==> src/rtl/dct_accumulator.sv <==
// dct_accumulator
//   Pipelined multi-operand adder/subtractor. Sums a block of COUNT samples
//   into one full-precision two's complement result; each sample may be
//   added or subtracted individually. An output holding register lets the
//   next block accumulate while a result waits for the downstream consumer.
//
// Ports
//   clk, rst      clock, synchronous active-high reset
//   clear         synchronous abort of the partial block (result reg untouched)
//   in_valid      sample present
//   in_ready      block can accept the sample this cycle
//   in_data       sample (WIDTH bits, signed or unsigned per SIGNED)
//   in_sub        1 = subtract this sample, 0 = add it
//   out_valid     result held in the output register
//   out_ready     downstream accepts the result
//   out_data      block sum (OUT_W bits, two's complement)
//   sample_idx    index of the next sample to be accepted within the block
module dct_accumulator #(
  parameter  int WIDTH  = 8,
  parameter  int COUNT  = 8,
  parameter  int SIGNED = 1,
  localparam int IDX_W  = $clog2(COUNT),
  localparam int OUT_W  = WIDTH + $clog2(COUNT) + 1
) (
  input  logic             clk,
  input  logic             rst,
  input  logic             clear,
  input  logic             in_valid,
  output logic             in_ready,
  input  logic [WIDTH-1:0] in_data,
  input  logic             in_sub,
  output logic             out_valid,
  input  logic             out_ready,
  output logic [OUT_W-1:0] out_data,
  output logic [IDX_W-1:0] sample_idx
);

  localparam logic [IDX_W-1:0] LAST_IDX = IDX_W'(COUNT - 1);

  logic [OUT_W-1:0] acc;
  logic [OUT_W-1:0] ext;
  logic [OUT_W-1:0] operand;
  logic [OUT_W-1:0] sum;
  logic             is_last;
  logic             accept;

  always_comb begin
    ext = '0;
    if (SIGNED != 0) begin
      ext = {{(OUT_W - WIDTH){in_data[WIDTH-1]}}, in_data};
    end else begin
      ext = {{(OUT_W - WIDTH){1'b0}}, in_data};
    end
    operand = in_sub ? ('0 - ext) : ext;
    sum     = acc + operand;
  end

  assign is_last = (sample_idx == LAST_IDX);

  // Only the final sample of a block waits on the output register; it may
  // still enter in the same cycle the pending result is consumed.
  assign in_ready = !rst && !clear && !(is_last && out_valid && !out_ready);
  assign accept   = in_valid && in_ready;

  always_ff @(posedge clk) begin
    if (rst) begin
      acc        <= '0;
      sample_idx <= '0;
      out_valid  <= 1'b0;
      out_data   <= '0;
    end else begin
      // A final-sample load below overrides this clear in the same cycle.
      if (out_valid && out_ready) begin
        out_valid <= 1'b0;
      end
      if (clear) begin
        acc        <= '0;
        sample_idx <= '0;
      end else if (accept) begin
        if (is_last) begin
          out_data   <= sum;
          out_valid  <= 1'b1;
          acc        <= '0;
          sample_idx <= '0;
        end else begin
          acc        <= sum;
          sample_idx <= sample_idx + 1'b1;
        end
      end
    end
  end

endmodule

==> config.mk <==
export PLATFORM = sky130hd
export DESIGN_NAME = dct_accumulator
export DESIGN_NICKNAME = d
export VERILOG_FILES = /design/src/rtl/dct_accumulator.sv
export SDC_FILE = /design/constraint.sdc
export NUM_CORES = 1
export LEC_CHECK = 0
export BUFFER_PORTS_ARGS = -buffer_cell sky130_fd_sc_hd__clkbuf_2
export CORE_MARGIN = 2
export CORE_UTILIZATION = 55
export DETAILED_ROUTE_END_ITERATION = 6
export GPL_TIMING_DRIVEN = 0
export PLACE_DENSITY_LB_ADDON = 0.3
export SKIP_LAST_GASP = 1
export SLEW_MARGIN = 20
export SYNTH_ARGS = -nofsm -noshare
export SYNTH_HDL_FRONTEND = slang
export SYNTH_SLANG_ARGS = --single-unit
export TNS_END_PERCENT = 100
==> constraint.sdc <==
create_clock -name clk -period 3.8 [get_ports clk]
set_input_delay 0.76 -clock clk [delete_from_list [all_inputs] [get_ports clk]]
set_output_delay 0.76 -clock clk [all_outputs]
set_load 0.05 [all_outputs]
==> reports/results.ini <==
[routing]
routed_wl_mm=3.665
vias=1587
drcViolationCount=0
first_pass_iters=4
wl_per_cell_um=12.59
vias_per_cell=5.454
detail-route-antenna-nets=0
drtIter0Drc=72

[placed_design]
gp_congestion=0.8071
dp_hpwl_mm=2.948
pre_cts_slack_ns=0.4121
placed_area_um2=1982
post-place-cells=287
io_buffers=28

[worst_setup_path]
crit_arrival_ns=3.31
crit_top_cell=o211ai_1
slowest_delay_ns=0.56
cp_slowest_cell=or4_1
startpoint=in_data[2]
critPathMaxFanout=7
timing.rr.start=acc[0]
cp.required_ns=4.08
critPathCaptureType=flip-flop
start_kind=input port
worstPathCellList=clkbuf_2, or4_1, o41ai_1, xnor2_1, ha_1, buf_2, nand2_1, o211ai_1, o211ai_1, o211ai_1, xnor3_1, o21ai_1
timing.rr.end=acc[10]
cp-endpoint=out_data[11]
r2r_slack_ns=1.65
reg2reg_depth=8
crit_type=in2reg

[power_and_ir_drop]
power_frac_clock=0.238
p_leak_nw=0.8504
power.share.sequential=0.506
swShare=0.3028
comb_power_share=0.255
switchingPower_mw=0.1830
vdd_drop_max_mv=0.2806
power_mw=0.6044
p_int_mw=0.4214
p_per_area_nw_per_um2=299.5

[synthesis]
synth_top_family_by_area=simple AND/OR/NAND/NOR gates
synth_compound_area_frac=0.2178
ys_warn_count=0
ys_seq_area_frac=0.3137
synthCells=215
synth-xor-area-share=0.08613
yosys.area_share.simple=0.2199
ys.flop_type=dfxtp_1
netlist_top_cells_count=31 x nand2_1, 28 x dfxtp_1, 24 x a21oi_1
syn_nets=246
ys_ff_latch=28
synth-edff-count=0
yosys-mux-area-fraction=0.005602
synth.area.top_cells=dfxtp_1 31%, ha_1 11%, a21oi_1 6.7%, nand2_1 6.5%, xnor2_1 6.4%
synth_area_um2=1787
yosysMostFrequentCell=nand2_1
avgSynthCellArea_um2=8.310
synth_fa_ha_area_frac=0.1232
yosysUniqueCellTypes=45
synth_area_leader_cell=dfxtp_1
synth_top_cell_area_share=0.3137
ys_async_sr_fraction=0

[global_routing]
grt_max_degree=16
grt_first_pass_wirelength_mm=6.127
track_usage=0.2181
antenna_found_initial=0
gr-total-overflow=0
grt_pass1_vias=1411

[finish]
post-route-util=0.6557
fillers=303
syn2layout_area_growth_pct=12.96
diodes=0
nNetsFinal=279
finish.instance_area_um2=2018
drive_gt1_frac=0.1781
fin_cells=291

[min_path]
hp-start=out_data[3]
hold_path.class=reg2reg

[timing]
fin_worst_skew_ns=0.01201
rsz0062_at_grt=false
slew_headroom=0.7246
finalSetupTns_ns=0
slew_viol_final=0
worstMarginPinSlew_ns=0.4131
finalCritPeriodShare=0.7968
setup_violations=0
hold_viol=0
clock.fmax_ghz=0.3303
holdWs_ns=0.4650
fin_ws_ns=0.7723
period_minus_slack_ns=3.028

[clock_network]
cts_buffer_depth=2
cts_resized=0
cts_setup_buffers=0
cts_hold_buf=0
clock-root-buffer=clkbuf_4
tritoncts=yes
clk_latency_ns=0.33
clkSinkCount=28
htree_levels=1
path_clk_slew_ns=0.15
cts_made_buffers=3

[die]
die_h_um=61.00
num_rows=20
ioPinCount=31
die_x_um=61.00
core_um2=3078
dieArea_um2=3720
initial_core_util=0.5805

[job]
maxCapViolations=0

[outcome]
status=complete, no violations

[cells by family after synthesis]
family | count (synthesis)
AO/OA/AOI/OAI | 61
AND/OR/NAND/NOR | 78
buffers and inverters | 14
flip-flops | 28
multiplexers | 1
XOR/XNOR | 16
adder cells (fa/ha/maj) | 17
[cell type report]
cell class | instances | area (um^2) | share of cell area
flip-flops and latches | 28 | 560.5 | 0.2777
multi-input cells | 173 | 1166 | 0.5778
inverters | 5 | 18.77 | 0.009299
well taps | 44 | 55.05 | 0.02728
plain buffers | 9 | 41.29 | 0.02046
clock buffers | 4 | 36.28 | 0.01798
repair buffers | 28 | 140.1 | 0.06944
[cell usage in the layout (no fill, tap or decap), types with 2 or more instances in the layout]
cell / netlist / layout
nand2_1: 31 / 31
dfxtp_1: 28 / 28
clkbuf_2: 0 / 28
a21oi_1: 24 / 24
ha_1: 16 / 16
nor2_1: 14 / 14
xnor2_1: 13 / 13
o21ai_1: 10 / 10
nand3_1: 8 / 8
buf_2: 6 / 6
inv_1: 5 / 5
nand3b_1: 5 / 5
o211ai_1: 5 / 5
o21ai_0: 4 / 4
o31ai_1: 3 / 3
clkbuf_1: 3 / 3
a22oi_1: 3 / 3
clkbuf_4: 0 / 3
a21oi_2: 2 / 2
a21o_1: 2 / 2
and3_1: 2 / 2
nor3_1: 2 / 2
nand4b_1: 2 / 2
xor2_1: 2 / 2
or3_1: 2 / 2
and2_1: 2 / 2
[worst max-delay path, delay by kind of cell]
family	cells	cell delay, ns
compound gates	5	0.95
simple gates	2	0.67
xor+xnor	2	0.36
buf+inv	2	0.28
fa+ha+maj	1	0.27
[sequential cells by signal, indices dropped and copies added (netlist names)]
name	flops
out_valid	1
out_data	12
acc	12
sample_idx	3
[per-layer routing]
layer  global-route usage  share of wire  wire, um
met2               0.4101           0.51      1885
met5                    0              0         0
met4              0.02484         0.0044        16
met3              0.04691          0.040       148
met1               0.2608           0.44      1614
[worst min-delay path by stage]
stage	endpoint	slack, ns	cells past startpoint
after floorplan	acc[10]	0.43	2
after global placement	acc[7]	0.44	2
after detailed placement	out_data[6]	0.45	2
after CTS	out_data[3]	0.47	2
after global routing	out_data[1]	0.48	2
final	out_data[3]	0.46	2
[power groups by stage]
stage	sequential (mW)	clock [mW]	combinational [mW]
final	0.306	0.144	0.154
after detailed placement	0.312	0	0.154
after global placement	0.312	0	0.152
after CTS	0.306	0.148	0.155
after global routing	0.307	0.156	0.174
after floorplan	0.314	0	0.115
(Power assumes the default switching activity.)
